`src/rtl/seq_pkg.sv`:
```
// Shared encodings for the program sequencer: sequencing ops and FSM states.
package seq_pkg;

  typedef enum logic [2:0] {
    OP_NEXT = 3'd0,
    OP_JUMP = 3'd1,
    OP_BRZ  = 3'd2,
    OP_CALL = 3'd3,
    OP_RET  = 3'd4,
    OP_HALT = 3'd5
  } seq_op_t;

  typedef enum logic [1:0] {
    ST_IDLE = 2'd0,
    ST_RUN  = 2'd1,
    ST_HALT = 2'd2,
    ST_ERR  = 2'd3
  } seq_state_t;

endpackage

```
`src/rtl/seq_stack.sv`:
```
// Parametrised LIFO return stack; push/pop guarded internally against full/empty.
module seq_stack #(
  parameter int W     = 9,
  parameter int DEPTH = 4
) (
  input  logic                         clk,
  input  logic                         rst,
  input  logic                         clr,
  input  logic                         push,
  input  logic                         pop,
  input  logic [W-1:0]                 din,
  output logic [W-1:0]                 top,
  output logic [$clog2(DEPTH+1)-1:0]   depth,
  output logic                         full,
  output logic                         empty
);

  localparam int DW = $clog2(DEPTH + 1);
  localparam int IW = (DEPTH > 1) ? $clog2(DEPTH) : 1;

  logic [W-1:0]  mem [DEPTH];
  logic [DW-1:0] cnt;
  logic [IW-1:0] wr_idx, rd_idx;

  assign wr_idx = cnt[IW-1:0];
  assign rd_idx = IW'(cnt - DW'(1));
  assign full   = (cnt == DW'(DEPTH));
  assign empty  = (cnt == '0);
  assign depth  = cnt;
  assign top    = mem[rd_idx];

  always_ff @(posedge clk) begin
    if (!rst || clr)
      cnt <= '0;
    else if (push && !full)
      cnt <= cnt + DW'(1);
    else if (pop && !empty)
      cnt <= cnt - DW'(1);
  end

  // Entries are don't-care once popped or cleared, so storage has no reset.
  always_ff @(posedge clk) begin
    if (rst && !clr && push && !full)
      mem[wr_idx] <= din;
  end

endmodule

```
`src/rtl/program_sequencer.sv`:
```
// Program sequencer: registered ROM fetch address with jump/branch/call/return and a small FSM.
module program_sequencer
  import seq_pkg::*;
#(
  parameter int                ADDR_W      = 9,
  parameter int                STACK_DEPTH = 4,
  parameter logic [ADDR_W-1:0] RESET_ADDR  = '0
) (
  input  logic                               clk,
  input  logic                               rst,
  input  logic                               start,
  input  logic                               step,
  input  logic [2:0]                         op,
  input  logic [ADDR_W-1:0]                  target,
  input  logic                               zero_flag,
  output logic [ADDR_W-1:0]                  addr,
  output logic                               running,
  output logic                               halted,
  output logic                               stack_ovf,
  output logic                               stack_unf,
  output logic [$clog2(STACK_DEPTH+1)-1:0]   depth
);

  seq_state_t        state, state_nxt;
  logic [ADDR_W-1:0] addr_nxt, addr_inc, stk_top;
  logic              push, pop, clr, ovf_set, unf_set;
  logic              stk_full, stk_empty;

  assign addr_inc = addr + ADDR_W'(1);

  seq_stack #(.W(ADDR_W), .DEPTH(STACK_DEPTH)) u_stack (
    .clk   (clk),
    .rst   (rst),
    .clr   (clr),
    .push  (push),
    .pop   (pop),
    .din   (addr_inc),
    .top   (stk_top),
    .depth (depth),
    .full  (stk_full),
    .empty (stk_empty)
  );

  always_ff @(posedge clk) begin
    if (!rst) begin
      state     <= ST_IDLE;
      addr      <= RESET_ADDR;
      stack_ovf <= 1'b0;
      stack_unf <= 1'b0;
    end else begin
      state     <= state_nxt;
      addr      <= addr_nxt;
      stack_ovf <= stack_ovf | ovf_set;
      stack_unf <= stack_unf | unf_set;
    end
  end

  always_comb begin
    state_nxt = state;
    addr_nxt  = addr;
    push      = 1'b0;
    pop       = 1'b0;
    clr       = 1'b0;
    ovf_set   = 1'b0;
    unf_set   = 1'b0;
    case (state)
      ST_IDLE: begin
        addr_nxt = RESET_ADDR;
        if (start) state_nxt = ST_RUN;
      end
      ST_RUN: begin
        if (step) begin
          case (op)
            OP_JUMP: addr_nxt = target;
            OP_BRZ:  addr_nxt = zero_flag ? target : addr_inc;
            OP_CALL: begin
              if (stk_full) begin
                ovf_set   = 1'b1;
                state_nxt = ST_ERR;
              end else begin
                push     = 1'b1;
                addr_nxt = target;
              end
            end
            OP_RET: begin
              if (stk_empty) begin
                unf_set   = 1'b1;
                state_nxt = ST_ERR;
              end else begin
                pop      = 1'b1;
                addr_nxt = stk_top;
              end
            end
            OP_HALT: state_nxt = ST_HALT;
            default: addr_nxt = addr_inc;  // NEXT and unused codes 6..7
          endcase
        end
      end
      ST_HALT: begin
        if (start) begin
          addr_nxt  = RESET_ADDR;
          clr       = 1'b1;
          state_nxt = ST_RUN;
        end
      end
      default: ;  // ERR: frozen until reset
    endcase
  end

  assign running = (state == ST_RUN);
  assign halted  = (state == ST_HALT);

endmodule

```
`config.mk`:
```
export PLATFORM = sky130hd
export DESIGN_NAME = program_sequencer
export DESIGN_NICKNAME = d
export VERILOG_FILES = /design/src/rtl/seq_pkg.sv /design/src/rtl/seq_stack.sv /design/src/rtl/program_sequencer.sv
export SDC_FILE = /design/constraint.sdc
export NUM_CORES = 1
export LEC_CHECK = 0
export CAP_MARGIN = 15
export CORE_MARGIN = 2
export CORE_UTILIZATION = 51
export CTS_BUF_LIST = sky130_fd_sc_hd__clkbuf_4 sky130_fd_sc_hd__clkbuf_8
export DETAILED_ROUTE_END_ITERATION = 10
export PLACE_DENSITY = 0.73
export REMOVE_ABC_BUFFERS = 1
export SETUP_SLACK_MARGIN = 0.4
export SYNTH_ARGS = -nofsm -noshare
export SYNTH_HDL_FRONTEND = slang
export SYNTH_SLANG_ARGS = --single-unit
```
`constraint.sdc`:
```
create_clock -name clk -period 3 [get_ports clk]
set_input_delay 0.6 -clock clk [delete_from_list [all_inputs] [get_ports clk]]
set_output_delay 0.6 -clock clk [all_outputs]
set_load 0.1 [all_outputs]
```
==> results of run 1 <==
[registers in the layout, indices dropped and copies added (netlist names)]
register and cells:
state 2, u_stack.depth 3, stack_ovf 1, stack_unf 1, addr 9, u_stack.mem 36
[critical path, cell delays in order]
cell and delay (ns):
clkdlybuf4s50_1 0.56, buf_4 0.23, and4b_1 0.27, a2111oi_4 0.44, and2_2 0.28, o21ai_0 0.09, o21ai_0 0.13
[cell type report]
| type | count | area (sq um) |
|---|---|---|
| Timing Repair Buffer | 37 | 318 |
| Inverter | 8 | 30.0 |
| Sequential cell | 52 | 1400 |
| Multi-Input combinational cell | 156 | 1150 |
| Tap cell | 70 | 87.6 |
| Fill cell | 424 | 1960 |
| Clock buffer | 5 | 68.8 |
| Clock inverter | 3 | 25.0 |
[path summary, 6_finish.rpt]
kind / start / end / depth (start not counted)
worst min-delay path: stack_ovf$_SDFF_PN0_ / stack_ovf$_SDFF_PN0_ / 2
worst max register to register: u_stack.depth[1]$_SDFFE_PP0P_ / addr[3]$_SDFFE_PN0P_ / 6
worst max-delay path: op[2] / addr[1]$_SDFFE_PN0P_ / 7
worst min register to register: stack_ovf$_SDFF_PN0_ / stack_ovf$_SDFF_PN0_ / 2
[kinds of logic (layout without fill, tap and decap cells)]
kind of cell	count (synthesis)	count (layout)
flops	52	52
compound gates	53	53
buf+inv	16	53
fa+ha+maj	6	6
xor+xnor	7	7
mux	11	11
simple gates	79	79
[routing by layer]
| metal | wire length, microns | vias up |
|---|---|---|
| met5 | 0 | - |
| met4 | 58 | 0 |
| met3 | 195 | 6 |
| met2 | 2800 | 49 |
| met1 | 2690 | 941 |
| li1 | - | 922 |
[where the power goes]
| part | total [mW] | switching [mW] | internal, mW | leakage, nW |
|---|---|---|---|---|
| Combinational | 0.153 | 0.0946 | 0.0588 | 0.594 |
| Clock | 0.420 | 0.249 | 0.170 | 0.0452 |
| Sequential | 0.771 | 0.00626 | 0.765 | 0.464 |
[layout by cell type (no fill, tap or decap), drive strengths merged, types with 10 or more instances in the layout]
cell type       n
nand3          10
buf            21
inv            10
nor2           17
dfxtp          16
a21oi          13
edfxtp         36
o21ai          14
nand2          19
clkdlybuf4s50  16
==> summary.txt, run 1 <==
GRT
  – Initial antenna violation count: 0
  – Vias in the first global route: 1,788
  – GR Overflow Total: 0
  – First-pass GRT wire length: 8840 microns
  – Gr busiest metal: met2
  – Met2 Use GR: 0.356
  – Grt met3 use: 0.0397
  – GR Util met1: 0.292
  – Pin count of the biggest net entering global routing: 21
  – Total track usage: 0.214

Synthesis
  – Mean Syn Cell Area: 11.7 sq um
  – YS warnings: 0
  – Synth top area cells: edfxtp_1 (41%), dfxtp_1 (12%), mux4_2 (7.7%), ha_1 (2.9%), o21ai_0 (2.7%)
  – Largest family of logic cells by synthesized area: simple AND/OR/NAND/NOR gates
  – Asr flop ratio synth: 0
  – Most frequent cells after synthesis: edfxtp_1 (36), nand2_1 (17), nor2_1 (17)
  – Yosys cell types: 48
  – Post-synth design cell area: 2620 sq um
  – Top-count cell post-synth: edfxtp_1
  – Post-synthesis cell type with the largest combined area: edfxtp_1
  – Xor-xnor portion of the synthesized cell area: 0.0234
  – Most used DFF post-synth: edfxtp_1
  – EDFF count, synth: 36
  – Synth Area in Adders: 0.0286
  – Post-Syn Instances: 224
  – Post-Synth Simple-Gate Area: 0.160
  – Synth Area in Compound Gates: 0.141
  – Mux contribution to synthesized area: 0.0850
  – Synth top area share: 0.412
  – Flops & latches, synth: 52
  – Register area share after synthesis: 0.535

STA
  – Setup TNS: 0 ns
  – Fin. Hold Viols: 0
  – Min Tclk post-route: 2.36 ns
  – Fin crit share: 0.785
  – RSZ-0062 raised after global routing: no
  – Final setup margin: 0.644 ns
  – Slew HR: 0.611
  – Clock skew: 0.00633 ns
  – Slew @ Worst Pin: 0.579 ns
  – Slew Limit Fails: 0
  – Final Setup Violations: 0
  – Hold slack: 0.456 ns
  – FMAX: 424 MHz

Clocking
  – CTS tree: built
  – H-tree depth: 2
  – Worst skew pair latency: 0.31 ns
  – Hold-fix buffers at CTS: 0
  – CTS Buf Count: 5
  – Clock tree sinks: 52
  – Post-CTS Setup Inserts: 0
  – CTS resizes: 0
  – Clk pin slew, worst setup/hold paths: 0.10 ns
  – Longest Clk Path Bufs: 2
  – Root Driver: clkbuf_8

Route
  – WL per Instance: 17.3 microns
  – Final wirelength: 5740 microns
  – DRT antenna net count: 0
  – Initial drt markers: 144
  – Via count: 1,918
  – Drt drc: 0
  – DR pass1 iterations: 4
  – DR vias/cell: 5.79

Setup path
  – Crit path required time: 3.25 ns
  – CP startpoint kind: input pin
  – Crit path DAT: 2.60 ns
  – CP endpoint kind: flip-flop
  – R2R Setup Slk: 0.85 ns
  – Crit path kind: input pin to flip-flop
  – Peak fanout along the critical path: 17

Floorplanning
  – Die width: 75.7 microns
  – Die Ht: 75.7 microns
  – Ports: 33
  – Die area: 5730 sq um
  – Row Count: 26
  – Core area: 5040 sq um
  – Initial Util: 0.520

Cells and area
  – Core Util, Final: 0.611
  – Layout cells sized above 1: 0.180
  – Fin area: 3080 sq um
  – Post-route insts no fill: 331
  – Diode count: 0
  – Area grow syn2layout: 17.5%
  – Nets@finish: 283

Outcome
  – Status: complete, no violations

Power and ir drop
  – VDD IR max: 0.231 mV
  – Total power: 1.34 mW
  – Pwr/cell area: 437 nW/um^2
  – Pleak: 1.10 nW

Place
  – Final GP Congestion: 0.892
  – HPWL Detailed: 4240 microns
  – Area post-placement: 2990 sq um
  – Port buffer count: 32
  – Placed instance count: 323
  – DP Worst Slack: 0.357 ns

Run
  – Max-cap violations: 0

Worst hold path
  – Hold/Removal Path Class: flip-flop to flip-flop
Power figures use the tool's default switching activity.
==> run 2, diff against run 1 <==
- clock period: 3 -> 2.27 ns (I/O delays scaled with it)
==> run 2 against run 1 <==
Compared with the run above: total power increased by 34%; non-clock buffer count grew 28; first-iteration DRC count up 2.8%; clock skew is 0.0017 ns higher; global-route usage rose by 1.4 points; sequential power is 32% higher; flip-flop and latch count unchanged; critical path depth is 2 lower; clock-buffer cell count unchanged; via count is 3.8% higher; setup slack got worse by 0.18 ns; register-to-register slack lost 0.38 ns; critical endpoint is now addr[4]$_SDFFE_PN0P_.
==> summary.txt, run 2 (synthesis gave the netlist of run 1 again) <==
Setup path
  – FF-to-FF Start: u_stack.depth[0]$_SDFFE_PP0P_
  – CP startpoint kind: flip-flop
  – Crit path DAT: 2.02 ns
  – Crit path kind: flip-flop to flip-flop
  – CP endpoint kind: flip-flop
  – Worst reg2reg endpoint: addr[4]$_SDFFE_PN0P_
  – R2R cell count: 5
  – Peak fanout along the critical path: 12
  – R2R Setup Slk: 0.47 ns
  – Crit path required time: 2.48 ns

Place
  – Final GP Congestion: 0.924
  – Placed instance count: 348
  – Port buffer count: 32
  – HPWL Detailed: 4660 microns
  – DP Worst Slack: -0.0442 ns
  – Area post-placement: 3220 sq um

STA
  – Slew HR: 0.669
  – Fin crit share: 0.794
  – Slew @ Worst Pin: 0.494 ns
  – RSZ-0062 raised after global routing: yes
  – Min Tclk post-route: 1.80 ns
  – Slew Limit Fails: 0
  – Fin. Hold Viols: 0
  – FMAX: 555 MHz
  – Clock skew: 0.00804 ns
  – Setup TNS: 0 ns
  – Final setup margin: 0.467 ns
  – Final Setup Violations: 0

Worst hold path
  – Worst hold stages: 2
  – Worst hold start: stack_ovf$_SDFF_PN0_
  – Hold/Removal Path Class: flip-flop to flip-flop
  – Hold Path Sink: stack_ovf$_SDFF_PN0_

Cells and area
  – Layout cells sized above 1: 0.287
  – FILL cells: 390
  – Area grow syn2layout: 28.8%
  – Register area: 1410 sq um
  – Max reg flops: 36
  – Most flop-heavy register: u_stack.mem
  – Most common cell after layout, fill and taps aside: buf_4
  – Fin area: 3380 sq um
  – Area of the multi-input gates: 1170 sq um
  – Diode count: 0
  – Nets@finish: 311
  – Post-route insts no fill: 359
  – Most frequent cells in the layout: buf_4 (43), edfxtp_1 (36), nand2_1 (17), nor2_1 (17)

GRT
  – Total track usage: 0.228
  – Vias in the first global route: 1,948
  – GR Overflow Total: 0
  – Initial antenna violation count: 0
  – Pin count of the biggest net entering global routing: 19
  – First-pass GRT wire length: 9470 microns

Route
  – WL per Instance: 16.9 microns
  – Final wirelength: 6050 microns
  – Initial drt markers: 148
  – Drt drc: 0
  – Via count: 1,990
  – DR vias/cell: 5.54
  – DRT antenna net count: 0
  – DR pass1 iterations: 4

Clocking
  – Hold-fix buffers at CTS: 0
  – CTS tree: built
  – Longest Clk Path Bufs: 2
  – Root Driver: clkbuf_8
  – Clk pin slew, worst setup/hold paths: 0.10 ns
  – Clock tree sinks: 52
  – H-tree depth: 2
  – Worst skew pair latency: 0.31 ns
  – CTS Buf Count: 5

Floorplanning
  – Ports: 33
  – Core area: 5040 sq um
  – Row Count: 26
  – Die Ht: 75.7 microns
  – Initial Util: 0.520
  – Die width: 75.7 microns
  – Die area: 5730 sq um

Run
  – Max-cap violations: 0

Power and ir drop
  – Pleak: 1.27 nW
  – Pwr/cell area: 535 nW/um^2
  – VDD IR max: 0.272 mV
  – Total power: 1.80 mW

Outcome
  – Status: complete, no violations
## run 2: changes by cell type in the layout (fill, tap and decap cells not counted), sizes merged
cell	change
buf	+28
clkdlybuf4s50	-3
dlygate4sd2	+2
clkinvlp	+1
dlymetal6s2s	+1
inv	-1
## run 2: worst max-delay path by stage
| stage | start | to | slack, ns | depth (start not counted) |
|---|---|---|---|---|
| 2_1_floorplan | u_stack.depth[0]$_SDFFE_PP0P_ | addr[4]$_SDFFE_PN0P_ | -0.79 | 6 |
| 3_3_place_gp | op[2] | u_stack.mem[0][7]$_DFFE_PP_ | -0.03 | 7 |
| 3_5_place_dp | op[2] | u_stack.mem[0][7]$_DFFE_PP_ | -0.04 | 7 |
| 4_1_cts | op[0] | addr[5]$_SDFFE_PN0P_ | 0.40 | 7 |
| 5_1_grt | u_stack.depth[0]$_SDFFE_PP0P_ | addr[8]$_SDFFE_PN0P_ | 0.35 | 5 |
| 6_report | u_stack.depth[0]$_SDFFE_PP0P_ | addr[4]$_SDFFE_PN0P_ | 0.47 | 5 |
## run 2: worst max-delay path, cell delays in order, from the launching register on
cell and delay (ns):
dfxtp_1 0.36, buf_4 0.28, mux4_2 0.56, o22ai_1 0.18, a211oi_1 0.07, a32o_1 0.26
## run 2: routing by layer
metal	wire length, microns	vias to the layer above	GRT usage
met3	305	7	0.0437
met2	3050	63	0.377
met4	59	0	0.0643
met5	0	-	0
li1	-	976	-
met1	2640	944	0.310
## run 2: area by class of cell
type | instances | area share
clock inverters | 3 | 0.00778
inverters | 8 | 0.00890
well taps | 70 | 0.0259
multi-input cells | 156 | 0.347
flip-flops and latches | 52 | 0.417
repair buffers | 65 | 0.173
clock buffers | 5 | 0.0204
## run 2: power by group
part | switching (mW) | internal [mW] | total, mW
logic | 0.133 | 0.102 | 0.235
registers | 0.00760 | 1.01 | 1.02
clock network | 0.328 | 0.225 | 0.552
## run 2: through the flow
stage | hold slack [ns] | util
6_report | 0.452 | 0.669
5_1_grt | 0.491 | 0.669
4_1_cts | 0.455 | 0.665
3_5_place_dp | 0.441 | 0.639
3_3_place_gp | 0.435 | 0.639
2_1_floorplan | 0.523 | -
## run 2: repair_timing
action                     in CTS  in global routing
resized for setup               7                 11
setup buffers                   2                  1
hold endpoints to repair        0                  0
setup endpoints to repair      48                 47
==> run 3, diff against run 2 <==
- clock period: 2.27 -> 1.7 ns (I/O delays scaled with it)
==> run 3 against run 2 <==
Compared with the run above: the run now ends with negative setup slack left; clock power is 35% higher; flip-flop and latch count stayed put; global-route usage is 4.0 points higher; largest power group unchanged.
==> summary.txt, run 3 (synthesis gave the netlist of run 1 again) <==
Setup path
  – CP startpoint kind: flip-flop
  – CP max stage delay: 0.38 ns
  – CP delay by family, top: compound AO/OA/AOI/OAI gates
  – R2R cell count: 6
  – Worst path buffer plus inverter count: 1
  – CP endpoint kind: flip-flop
  – FF-to-FF Start: u_stack.depth[0]$_SDFFE_PP0P_
  – Crit path required time: 1.91 ns
  – Worst reg2reg endpoint: addr[4]$_SDFFE_PN0P_
  – Worst path cell trace: inv_2 > ha_4 > mux4_2 > o22ai_4 > a211oi_2 > a32o_2
  – Peak fanout along the critical path: 7
  – Crit path DAT: 1.97 ns
  – R2R Setup Slk: -0.05 ns
  – Crit path kind: flip-flop to flip-flop
  – Crit path max-delay cell type: mux4_2

Worst hold path
  – Hold Path Sink: state[0]$_SDFFE_PN0P_
  – Hold/Removal Path Class: input pin to flip-flop
  – Worst hold stages: 3
  – Worst hold start: step

STA
  – Min Tclk post-route: 1.75 ns
  – Setup TNS: -0.0574 ns
  – Final setup margin: -0.0540 ns
  – Fin crit share: 1.03
  – FMAX: 570 MHz
  – Hold slack: 0.453 ns
  – Slew Limit Fails: 0
  – Slew @ Worst Pin: 0.363 ns
  – RSZ-0062 raised after global routing: yes
  – Slew HR: 0.755
  – Final Setup Violations: 2
  – Clock skew: 0.00903 ns
  – Fin. Hold Viols: 0

Floorplanning
  – Row Count: 26
  – Core area: 5040 sq um
  – Die width: 75.7 microns
  – Ports: 33
  – Die area: 5730 sq um
  – Initial Util: 0.520
  – Die Ht: 75.7 microns

Place
  – Final GP Congestion: 0.896
  – HPWL Detailed: 5060 microns
  – Port buffer count: 32
  – Area post-placement: 3610 sq um

Cells and area
  – Most common cell after layout, fill and taps aside: buf_4
  – Most frequent cells in the layout: buf_4 (50), edfxtp_1 (36), buf_6 (23)
  – FILL cells: 245
  – Area grow syn2layout: 61.7%
  – Fin area: 4240 sq um
  – Layout cells sized above 1: 0.522
  – Nets@finish: 357
  – Area of the multi-input gates: 1380 sq um
  – Diode count: 0
  – Most flop-heavy register: u_stack.mem
  – Register area: 1440 sq um
  – Max reg flops: 36

GRT
  – Vias in the first global route: 2,317
  – Pin count of the biggest net entering global routing: 19
  – Total track usage: 0.268
  – First-pass GRT wire length: 11,000 microns
  – GR Overflow Total: 0
  – Initial antenna violation count: 0

Power and ir drop
  – Cell Int Power: 1.84 mW
  – Clock group share of total power: 0.297
  – Sequential power share: 0.538
  – Gate power share: 0.166
  – Sw power: 0.675 mW
  – Pleak: 1.63 nW
  – Pwr/cell area: 595 nW/um^2
  – VDD IR max: 0.495 mV
  – Switching Share: 0.268

Clocking
  – Worst skew pair latency: 0.32 ns
  – CTS tree: built
  – Root Driver: clkbuf_8
  – Clock tree sinks: 52
  – Clk pin slew, worst setup/hold paths: 0.10 ns
  – CTS Buf Count: 5
  – Longest Clk Path Bufs: 2
  – H-tree depth: 2

Outcome
  – Status: complete, but fails checks
  – Failing checks: negative setup slack

Route
  – Via count: 2,340
  – DR pass1 iterations: 4
  – DR vias/cell: 5.78
  – DRT antenna net count: 0
  – Drt drc: 0
  – Initial drt markers: 230
  – Final wirelength: 7780 microns
  – WL per Instance: 19.2 microns

Run
  – Max-cap violations: 0
## run 3: cell types whose count changed in the layout (fill, tap and decap cells not counted), sizes merged
cell and delta:
buf +46, clkbuf +1, clkdlybuf4s15 +1, clkdlybuf4s50 -1
clkinvlp -1, dlymetal6s2s -1, inv +1
## run 3: area by class of cell
| cell class | instances | share of cell area |
|---|---|---|
| Sequential cell | 52 | 0.339 |
| Clock buffer | 5 | 0.0162 |
| Clock inverter | 3 | 0.00590 |
| Tap cell | 70 | 0.0207 |
| Multi-Input combinational cell | 156 | 0.326 |
| Inverter | 8 | 0.00709 |
| Timing Repair Buffer | 111 | 0.285 |
## run 3: power by group through the flow
stage,Clock [mW],Sequential [mW],Combinational (mW)
2_1_floorplan,0,1.42,0.126
3_3_place_gp,0,1.39,0.347
3_5_place_dp,0,1.39,0.353
4_1_cts,0.762,1.36,0.379
5_1_grt,0.805,1.36,0.439
6_report,0.747,1.36,0.417
## run 3: how the worst max path moves through the flow
stage / start / slack [ns] / to / cells past startpoint
2_1_floorplan: u_stack.depth[0]$_SDFFE_PP0P_ / -1.36 / addr[4]$_SDFFE_PN0P_ / 6
3_3_place_gp: op[2] / -0.51 / u_stack.mem[2][2]$_DFFE_PP_ / 7
3_5_place_dp: op[2] / -0.55 / u_stack.mem[2][2]$_DFFE_PP_ / 7
4_1_cts: u_stack.depth[0]$_SDFFE_PP0P_ / 0.01 / addr[8]$_SDFFE_PN0P_ / 5
5_1_grt: u_stack.depth[0]$_SDFFE_PP0P_ / -0.1 / addr[4]$_SDFFE_PN0P_ / 6
6_report: u_stack.depth[0]$_SDFFE_PP0P_ / -0.05 / addr[4]$_SDFFE_PN0P_ / 6
## run 3: stage by stage
step	instances	util	setup slack, ns	power (mW)
detailed placement	375	0.717	-0.546	1.74
finish	405	0.840	-0.0540	2.52
global route	405	0.840	-0.0965	2.60
CTS	396	0.789	0.0138	2.50
floorplan	216	-	-1.36	1.55
global placement	375	0.717	-0.506	1.73
## run 3: repair_timing
action / 4_1_cts / 5_1_grt
gates resized for setup: 65 / 51
setup endpoints to repair: 90 / 87
hold buffers: 0 / 0
pin swaps: 17 / 9
setup buffers: 13 / 9
## run 3: routing by layer
metal | track usage | vias up | routed length (microns)
li1 | - | 1081 | -
met1 | 0.318 | 1145 | 2930
met2 | 0.465 | 88 | 4230
met3 | 0.0529 | 26 | 388
met4 | 0.135 | 0 | 239
met5 | 0 | - | 0
## run 3: tightest hold or removal path, delay by kind of cell
family                 cells  cell delay [ns]
AOI/OAI and AO/OA          1             0.07
buffers and inverters      2             0.33
==> edit: new RTL, settings of run 3 <==
Reset style: asynchronous (`rst`), changed in one clocked block.
--- a/src/rtl/program_sequencer.sv
+++ b/src/rtl/program_sequencer.sv
@@ -41,7 +41,7 @@
     .empty (stk_empty)
   );
 
-  always_ff @(posedge clk) begin
+  always_ff @(posedge clk or negedge rst) begin
     if (!rst) begin
       state     <= ST_IDLE;
       addr      <= RESET_ADDR;
Formal check against the unedited RTL: differs if rst is asserted again (counterexample within 4 cycles, from zero or initial values and one cycle with rst low); with rst held inactive, the same outputs for 4 cycles.
==> edit against run 3 <==
- the flow still finishes with violations (negative setup slack)
- setup slack worse by 0.19 ns
- sequential cell count stayed put
- cell area is 8.3% higher
- count of clock-buffer cells in the layout stayed put
- worst hold slack worse by 0.013 ns
- wire length is 37% higher
- via count is 13% higher
- area after synthesis is 3.4% higher
Power is not compared: it rests on default switching activity, and its combinational part moved more than twofold at a synthesized area within 25%.
==> edit: results (changes against run 3) <==
Slew @ Worst Pin=0.490 ns (was 0.363 ns); post-synthesis adder-cell area fraction=2.77% (was 2.86%); Critical Path AT=2.19 ns (was 1.97 ns); wire length per cell=26.1 um (was 19.2 um); leak pwr=1.83 nW; Seq/Total Area, Yosys=54.1% (was 53.5%); GPL Wtd Cong=0.914 (was 0.896); DP HPWL=5020 um (was 5060 um); CP max-delay cell=dfrtp_1 (was mux4_2); drt initial violations=281 (was 230); crit-path max FO=5 (was 7); drt total wl=10700 um (was 7780 um); Post-Synth XOR/XNOR Area=3.88% (was 2.34%); outcome=complete, but fails checks (unchanged); ratio of cells with drive above 1 in the final layout=55.9% (was 52.2%); Post-synth EDFFs=36 (unchanged); Post-DP Area=3720 um2 (was 3610 um2); CP peak stage delay=0.44 ns (was 0.38 ns); Max Root-Sink Buffers=2 (unchanged); failing checks=negative setup slack (unchanged); main area contributors after synthesis=edfxtp_1, dfrtp_1, mux4_2 (was edfxtp_1, dfxtp_1, mux4_2); number of global-route vias before repair=2461 (was 2317); Clock Skew=0.00808 ns (was 0.00903 ns); maximum vdd ir drop=0.00106 V; sum of negative setup slack=-1.33 ns (was -0.0574 ns); TritonRoute pass-1 iters=5 (was 4); initial antenna violation count=1 (was 0); Skew-Pair Late Insertion Delay=0.32 ns (about the same); gate count of the mapped netlist=213 (was 224); All-Layer GR Usage=30.2% (was 26.8%); YS warnings=0 (unchanged); largest net degree at the start of global routing=19 (unchanged); PortBufs=32 (unchanged); placed cells=365 (was 375); post-synthesis cell type count=49 (was 48); compound-cell area share of the yosys netlist=13.8% (was 14.1%); final worst slack=-0.248 ns (was -0.0540 ns); Min-Delay Path Class=input pin to async pin (was input pin to flip-flop); number of setup buffers added after CTS=19 (was 13); Final setup viols=25 (was 2); first-pass GRT wire length=13400 um (was 11000 um); post-CTS sizing=67 (was 65); Vias/cell=6.44 (was 5.78); Final #Nets=360 (was 357); Most flops, register=u_stack.mem (unchanged); Synth top cells by count=edfxtp_1, nor2_1, o21ai_0 (was edfxtp_1, nand2_1, nor2_1); async set-or-reset flop fraction in the synthesized netlist=25.0% (was 0%); Largest register FFs=36 (unchanged); post-synthesis mux area share=7.84% (was 8.50%)
[edit: through the flow]
step	setup WS (ns)	power [mW]	utilization, %
after CTS	-0.0745	5.16	84.6
after global routing	-0.241	5.82	89.8
final	-0.248	5.72	89.8
after detailed placement	-0.549	4.09	72.8
after global placement	-0.467	4.04	72.8
after floorplan	-1.46	3.03	-
[edit: area by class of cell]
class	instances	area, um2
clock inverters	3	25.0
flip-flops and latches	52	1480
clock buffers	5	68.8
diodes	1	2.50
multi-input cells	149	1480
well taps	70	87.6
repair buffers	124	1430
fillers	180	519
inverters	5	22.5
[edit: worst max-delay path: cells and delay by family (launching register included)]
kind	cells	cell delay (ns)
compound gates	2	0.43
xor+xnor	1	0.40
fa+ha+maj	1	0.31
flops	1	0.44
simple gates	1	0.29
[edit: power groups by stage]
stage | logic, mW | registers (mW) | clock network [mW]
2_1_floorplan | 0.416 | 2.62 | 0
6_report | 3.11 | 1.82 | 0.788
4_1_cts | 2.65 | 1.76 | 0.758
3_5_place_dp | 2.31 | 1.78 | 0
3_3_place_gp | 2.27 | 1.77 | 0
5_1_grt | 3.19 | 1.82 | 0.810
[edit: final timing paths]
kind | slack (ns) | startpoint | cells after the start | endpoint
worst min-delay path | 0.44 | rst | 2 | state[1]
min in group clk | 0.60 | stack_ovf | 1 | stack_ovf
worst min register to register | 0.60 | stack_ovf | 1 | stack_ovf
max in group asynchronous | 1.04 | rst | 2 | addr[6]
worst max-delay path | -0.25 | addr[0] | 5 | addr[8]
worst max register to register | -0.25 | addr[0] | 5 | addr[8]
[edit: metal layers]
layer  global-route usage (%)  vias to the layer above  share of wire (%)
met4                     11.5                        0                6.2
li1                         -                     1072                  -
met3                     5.29                       61                6.5
met1                     35.9                     1322                 36
met2                     54.3                      181                 51
met5                        0                        -                  0
